**config.mk**
```make
export PLATFORM = sky130hd
export DESIGN_NAME = gbfflgwei_reader_flat
export DESIGN_NICKNAME = d
export VERILOG_FILES = /design/src/rtl/gbfflgwei_reader_if.sv /design/src/rtl/gbfflgwei_reader.sv /design/src/flat_wrapper.sv
export SDC_FILE = /design/constraint.sdc
export NUM_CORES = 1
export LEC_CHECK = 0
export CAP_MARGIN = 10
export CORE_MARGIN = 2
export CORE_UTILIZATION = 46
export DETAILED_ROUTE_END_ITERATION = 16
export PLACE_DENSITY = 0.82
export SETUP_SLACK_MARGIN = 0.2
export SLEW_MARGIN = 20
export SYNTH_ARGS = -nofsm -noshare
export SYNTH_HDL_FRONTEND = slang
export SYNTH_SLANG_ARGS = --single-unit
```
**constraint.sdc**
```tcl
create_clock -name clk -period 1.9 [get_ports clk]
set_clock_uncertainty 0.1 [all_clocks]
set_input_delay 0.285 -clock clk [delete_from_list [all_inputs] [get_ports clk]]
set_output_delay 0.285 -clock clk [all_outputs]
set_load 0.01 [all_outputs]
```
**src/rtl/gbfflgwei_reader_if.sv**
```systemverilog
// Bus bundle for the flag/weight global-buffer reader: burst config, RAM read port
// and the PE-side valid/ready stream.
interface gbfflgwei_reader_if #(
   parameter int SRAM_DEPTH_BIT = 6,
   parameter int SRAM_WIDTH     = 28,
   parameter int LEN_BIT        = SRAM_DEPTH_BIT + 1
);
   logic                      cfg_start;
   logic [SRAM_DEPTH_BIT-1:0] cfg_base;
   logic [LEN_BIT-1:0]        cfg_len;
   logic                      cfg_idle;
   logic                      done;
   logic                      wr_busy;
   logic                      ram_read_en;
   logic [SRAM_DEPTH_BIT-1:0] ram_addr_r;
   logic [SRAM_WIDTH-1:0]     ram_data_out;
   logic [SRAM_WIDTH-1:0]     out_data;
   logic                      out_valid;
   logic                      out_ready;
   logic                      out_last;

   modport master (
      input  cfg_start, cfg_base, cfg_len, wr_busy, ram_data_out, out_ready,
      output cfg_idle, done, ram_read_en, ram_addr_r, out_data, out_valid, out_last
   );

   modport slave (
      output cfg_start, cfg_base, cfg_len, wr_busy, ram_data_out, out_ready,
      input  cfg_idle, done, ram_read_en, ram_addr_r, out_data, out_valid, out_last
   );
endinterface

```
**src/rtl/gbfflgwei_reader.sv**
```systemverilog
// Burst reader for the flag/weight global buffer: issues credit-limited RAM reads,
// captures at 1-cycle latency into a 2-entry FIFO and streams words with a last marker.
//
// state | meaning
// IDLE  | waiting for cfg_start; cfg_idle=1
// RUN   | issuing reads and streaming words until the last word handshakes
// FIN   | one-cycle done pulse, then back to IDLE
module gbfflgwei_reader #(
   parameter int SRAM_DEPTH_BIT = 6,
   parameter int SRAM_WIDTH     = 28,
   parameter int LEN_BIT        = SRAM_DEPTH_BIT + 1
) (
   input logic                clk,
   input logic                rst,
   gbfflgwei_reader_if.master bus
);
   typedef enum logic [1:0] {IDLE, RUN, FIN} state_t;

   state_t                    state, state_nxt;
   logic [SRAM_DEPTH_BIT-1:0] addr;
   logic [LEN_BIT-1:0]        rem_issue;
   logic [LEN_BIT-1:0]        rem_out;
   logic                      inflight;
   logic [SRAM_WIDTH-1:0]     fifo_mem [2];
   logic                      rd_ptr;
   logic                      wr_ptr;
   logic [1:0]                occ;
   logic                      accept;
   logic                      issue;
   logic                      pop;
   logic [2:0]                credit_used;

   assign accept      = bus.cfg_start && (state == IDLE);
   assign pop         = bus.out_valid && bus.out_ready;
   assign credit_used = {1'b0, occ} + {2'b00, inflight};

   // A read may only go out if its word is guaranteed a FIFO slot on arrival.
   assign issue = (state == RUN) && (rem_issue != '0) && !bus.wr_busy &&
                  (credit_used < (3'd2 + {2'b00, pop}));

   assign bus.ram_read_en = issue;
   assign bus.ram_addr_r  = addr;
   assign bus.out_valid   = (occ != 2'd0);
   assign bus.out_data    = fifo_mem[rd_ptr];
   assign bus.out_last    = bus.out_valid && (rem_out == LEN_BIT'(1));

   always_comb begin
      state_nxt    = state;
      bus.cfg_idle = 1'b0;
      bus.done     = 1'b0;
      case (state)
         IDLE: begin
            bus.cfg_idle = 1'b1;
            if (bus.cfg_start) state_nxt = (bus.cfg_len == '0) ? FIN : RUN;
         end
         RUN: begin
            if (pop && bus.out_last) state_nxt = FIN;
         end
         FIN: begin
            bus.done  = 1'b1;
            state_nxt = IDLE;
         end
         default: state_nxt = IDLE;
      endcase
   end

   always_ff @(posedge clk) begin
      if (rst) begin
         state       <= IDLE;
         addr        <= '0;
         rem_issue   <= '0;
         rem_out     <= '0;
         inflight    <= 1'b0;
         rd_ptr      <= 1'b0;
         wr_ptr      <= 1'b0;
         occ         <= 2'd0;
         fifo_mem[0] <= '0;
         fifo_mem[1] <= '0;
      end else begin
         state    <= state_nxt;
         inflight <= issue;
         if (accept) begin
            addr      <= bus.cfg_base;
            rem_issue <= bus.cfg_len;
            rem_out   <= bus.cfg_len;
         end else begin
            if (issue) begin
               addr      <= addr + SRAM_DEPTH_BIT'(1);
               rem_issue <= rem_issue - LEN_BIT'(1);
            end
            if (pop) rem_out <= rem_out - LEN_BIT'(1);
         end
         // RAM data is only valid the cycle after the strobe; capture it then.
         if (inflight) begin
            fifo_mem[wr_ptr] <= bus.ram_data_out;
            wr_ptr           <= ~wr_ptr;
         end
         if (pop) rd_ptr <= ~rd_ptr;
         case ({inflight, pop})
            2'b10:   occ <= occ + 2'd1;
            2'b01:   occ <= occ - 2'd1;
            default: occ <= occ;
         endcase
      end
   end
endmodule

```
**src/flat_wrapper.sv**
```systemverilog
// flat-port wrapper written by rule: the top's interface ports become plain ports
module gbfflgwei_reader_flat 
#(
   parameter int SRAM_DEPTH_BIT = 6,
   parameter int SRAM_WIDTH     = 28,
   parameter int LEN_BIT        = SRAM_DEPTH_BIT + 1
)
  (clk, rst, bus_cfg_start, bus_cfg_base, bus_cfg_len, bus_wr_busy, bus_ram_data_out, bus_out_ready, bus_cfg_idle, bus_done, bus_ram_read_en, bus_ram_addr_r, bus_out_data, bus_out_valid, bus_out_last);
  gbfflgwei_reader_if #(.SRAM_DEPTH_BIT(SRAM_DEPTH_BIT), .SRAM_WIDTH(SRAM_WIDTH), .LEN_BIT(LEN_BIT)) bus_i ();
  input logic clk;
  input logic rst;
  input wire logic [$bits(bus_i.cfg_start)-1:0] bus_cfg_start;
  input wire logic [$bits(bus_i.cfg_base)-1:0] bus_cfg_base;
  input wire logic [$bits(bus_i.cfg_len)-1:0] bus_cfg_len;
  input wire logic [$bits(bus_i.wr_busy)-1:0] bus_wr_busy;
  input wire logic [$bits(bus_i.ram_data_out)-1:0] bus_ram_data_out;
  input wire logic [$bits(bus_i.out_ready)-1:0] bus_out_ready;
  output wire logic [$bits(bus_i.cfg_idle)-1:0] bus_cfg_idle;
  output wire logic [$bits(bus_i.done)-1:0] bus_done;
  output wire logic [$bits(bus_i.ram_read_en)-1:0] bus_ram_read_en;
  output wire logic [$bits(bus_i.ram_addr_r)-1:0] bus_ram_addr_r;
  output wire logic [$bits(bus_i.out_data)-1:0] bus_out_data;
  output wire logic [$bits(bus_i.out_valid)-1:0] bus_out_valid;
  output wire logic [$bits(bus_i.out_last)-1:0] bus_out_last;
  assign bus_i.cfg_start = bus_cfg_start;
  assign bus_i.cfg_base = bus_cfg_base;
  assign bus_i.cfg_len = bus_cfg_len;
  assign bus_i.wr_busy = bus_wr_busy;
  assign bus_i.ram_data_out = bus_ram_data_out;
  assign bus_i.out_ready = bus_out_ready;
  assign bus_cfg_idle = bus_i.cfg_idle;
  assign bus_done = bus_i.done;
  assign bus_ram_read_en = bus_i.ram_read_en;
  assign bus_ram_addr_r = bus_i.ram_addr_r;
  assign bus_out_data = bus_i.out_data;
  assign bus_out_valid = bus_i.out_valid;
  assign bus_out_last = bus_i.out_last;
  gbfflgwei_reader #(.SRAM_DEPTH_BIT(SRAM_DEPTH_BIT), .SRAM_WIDTH(SRAM_WIDTH), .LEN_BIT(LEN_BIT)) u_core (.clk(clk), .rst(rst), .bus(bus_i));
endmodule
```
==> results.md <==
* **run status** finished, violations left
* **violated checks** negative setup slack
* **average vias per placed instance** 5.73
* **max-slew violations** 0
* **compound-gate portion of the synthesized area** 9.70%
* **fraction of registers with async set or reset after synthesis** 0%
* **vias after detailed routing** 3511
* **Max Clock Freq** 513 MHz
* **std cell rows** 34
* **Synth Instances** 353
* **pin count of the biggest net entering global routing** 29
* **cell area power density** 822 mW/mm^2
* **final-report hold violation count** 0
* **antenna violations before repair** 0
* **Critical Path Source Type** flip-flop
* **leading area contributor after synthesis** sky130_fd_sc_hd__edfxtp_1
* **cell area after technology mapping** 0.00403 sq mm
* **number of clock sinks** 84
* **Final Total Pwr** 0.00531 W
* **overall die height** 97.5 um
* **total routing usage reported by global routing** 23.6%
* **floorplan die area** 0.00951 sq mm
* **most instantiated cells after synthesis** sky130_fd_sc_hd__and2_1, sky130_fd_sc_hd__edfxtp_1, sky130_fd_sc_hd__dfxtp_1, sky130_fd_sc_hd__mux2_2, sky130_fd_sc_hd__nor2_1
* **total leakage power** 2.59 nW
* **post-synthesis area per instance** 11.4 sq um
* **worst voltage drop across the vdd grid** 395 uV
* **instance count after placement with tap cells included** 575
* **top-level I/O count** 85
* **number of design-rule violations left by the first detailed-router iteration** 150
* **startpoint of the most critical register-to-register path** u_core.rem_issue[1]
* **worst-path maximum fanout** 4
* **Worst Setup End Kind** flip-flop
* **shortest period the worst path allows** 1950 ps
* **Tightest Pin Transition** 365 ps
* **clk buf depth** 2
* **largest family of logic cells by synthesized area** simple AND/OR/NAND/NOR gates
* **share of post-route cells with drive strength above 1** 43.4%
* **filler-free cell count of the finished design** 613
* **flop-to-flop setup slack** -50 ps
* **post-detailed-placement half-perimeter wirelength** 6.94 mm
* **area of the core** 0.00859 sq mm
* **DRC violation count after routing** 0
* **launch instance of the worst min-delay path** u_core.bus.ram_addr_r[2]
* **later-pin clock latency in the skew report** 350 ps
* **Mapped Nets** 406
* **post-DR wirelength/cell** 19.7 um
* **FF+latch count, synth** 84
* **Synth Area in Adders** 2.18%
* **share of synthesized area occupied by flip-flops and latches** 55.7%
* **clock tree root driver cell** sky130_fd_sc_hd__clkbuf_8
* **wire length of the first global-routing pass** 17.7 mm
* **critical path class** flip-flop to flip-flop
* **number of CTS-inserted buffers** 9
* **primary flip-flop cell chosen by synthesis mapping** sky130_fd_sc_hd__edfxtp_1
* **number of global-route vias before repair** 3630
* **post-route worst setup slack** -50.0 ps
* **cell depth of the worst min-delay path** 1
* **post-route clock period utilization** 103%
* **number of endpoints failing setup at the final stage** 4
* **cell count of the worst reg-to-reg path** 7
* **class of the tightest hold or removal check** flip-flop to flip-flop
* **worst slew margin relative to its limit** 75.3%
* **total negative setup slack** -95.7 ps
* **RePlAce Congestion** 0.923
* **endpoint of the lowest-slack register-to-register path** u_core.bus.ram_addr_r[5]
* **post-route antenna net violation count** 0
* **post-synthesis share of cell area spent on and, or, nand and nor gates** 19.4%
* **endpoint of the worst hold-timing path** u_core.bus.ram_addr_r[2]
* **required time of the critical path** 2050 ps
* **CTS tree** built
* **count of maximum capacitance violations** 0
* **Final Routed Wirelength** 12.1 mm
* **Detailed Routing Iterations Pass 1** 5
* **data arrival time of the worst path** 2100 ps
* **number of inserted diodes** 0
* **count of port buffers added during placement** 84
* **number of H-tree levels** 3
* **count of warnings emitted by yosys** 0
* **top-count cell post-synth** sky130_fd_sc_hd__and2_1
* **clk slew on worst S/H paths** 80 ps
* **fin util** 75.1%
* **total congestion overflow after global routing** 0
* **EDFF count, synth** 56
* **proportion of synthesized area in mux cells** 7.83%
* **share of the synthesized area in the top cell type** 41.8%
* **leading post-synthesis cells by cell area** sky130_fd_sc_hd__edfxtp_1, sky130_fd_sc_hd__dfxtp_1, sky130_fd_sc_hd__and2_1
* **setup slack after placement** -344 ps
* **Starting Density** 46.8%
* **chip width** 97.5 um
* **signed area change from the synthesized netlist to the final layout** 60.3%
* **distinct cell type count of the synthesized netlist** 49
* **net count of the finished layout** 553
* **xor-xnor portion of the synthesized cell area** 1.96%
* **unrepaired setup endpoints after global routing** true
==> worst max-delay path by stage <==
stage                        startpoint                       end  slack [ps]  depth (start not counted)
finish              u_core.rem_issue[1]  u_core.bus.ram_addr_r[5]         -50                          7
global route        u_core.rem_issue[1]  u_core.bus.ram_addr_r[5]         -80                          7
CTS                           flip-flop           bus_out_data[8]         -30                          3
detailed placement        bus_out_ready           bus_ram_read_en        -340                          6
global placement          bus_out_ready           bus_ram_read_en        -340                          6
floorplan                 u_core.occ[0]  u_core.bus.ram_addr_r[0]         -60                          6
==> where the power goes <==
group / leakage, nW / switching (W) / total (W) / internal [W]
clock: 0.124 / 0.000675 / 0.00159 / 0.000918
sequential: 0.816 / 0.000114 / 0.00219 / 0.00208
combinational: 1.64 / 0.000682 / 0.00152 / 0.000841
total: 2.59 / 0.00147 / 0.00531 / 0.00384
==> cells in the final DEF (no fill, tap or decap), drive strengths merged, types with 6 or more instances in the layout <==
| cell type | count |
|---|---|
| xnor2 | 6 |
| dfxtp | 28 |
| inv | 13 |
| edfxtp | 56 |
| nor4 | 6 |
| nor2 | 20 |
| buf | 99 |
| ha | 7 |
| nor3 | 11 |
| o21ai | 6 |
| and2 | 61 |
| a21oi | 14 |
| mux2 | 28 |
| clkbuf | 14 |
| a2111oi | 6 |
| nand4 | 6 |
| clkdlybuf4s50 | 46 |
| nand2 | 8 |
==> flip-flops by register name, summed over array words and instances, names as in the netlist, named ones only <==
register               count
u_core.wr_ptr              1
u_core.inflight            1
u_core.rem_out             7
u_core.fifo_mem           56
u_core.state               2
u_core.rd_ptr              1
u_core.occ                 2
u_core.rem_issue           7
u_core.bus.ram_addr_r      6
==> worst max-delay path: stages, from the launching register on <==
cell	delay, ps
sky130_fd_sc_hd__dfxtp_2	360
sky130_fd_sc_hd__inv_2	50
sky130_fd_sc_hd__ha_4	160
sky130_fd_sc_hd__nor3b_4	150
sky130_fd_sc_hd__buf_4	150
sky130_fd_sc_hd__and2_4	150
sky130_fd_sc_hd__or4_4	520
sky130_fd_sc_hd__o211a_1	210
==> kinds of logic (layout without fill, tap and decap cells) <==
family                     count (synthesis)  after routing
adders and majority gates                  7              7
AOI/OAI and AO/OA                         55             55
muxes                                     28             28
and+or+nand+nor                          137            138
xor gates and xnor gates                   9              9
DFF                                       84             84
buffers and inverters                     33            184
==> cell type report <==
type | instances | area [sq um]
Sequential cell | 84 | 2270
Multi-Input combinational cell | 237 | 2180
Fill cell | 508 | 2140
Timing Repair Buffer | 155 | 1570
Clock buffer | 11 | 141
Tap cell | 108 | 135
Clock inverter | 5 | 108
Inverter | 13 | 53.8
==> routing by layer <==
metal / up-vias / global-route usage (%) / routed length (um)
met4: 0 / 10.1 / 370
li1: 1578 / - / -
met1: 1724 / 28.1 / 4660
met3: 40 / 5.25 / 745
met5: - / 0 / 0
met2: 169 / 40.9 / 6300
==> metrics by stage <==
stage	hold WS, ps	cell area, sq um
6_report	397	6450
5_1_grt	415	6450
4_1_cts	394	6010
3_5_place_dp	400	5390
3_3_place_gp	394	5390
2_1_floorplan	321	4090
==> what timing repair did <==
item                                    CTS  global route
hold buffers                              0             0
cloned                                    1             4
gates resized for setup                 214            74
pin swaps                                13            11
buffers inserted                          9             8
endpoints found under the setup margin   74            79
Note: power is estimated with default switching activity, not from simulation.
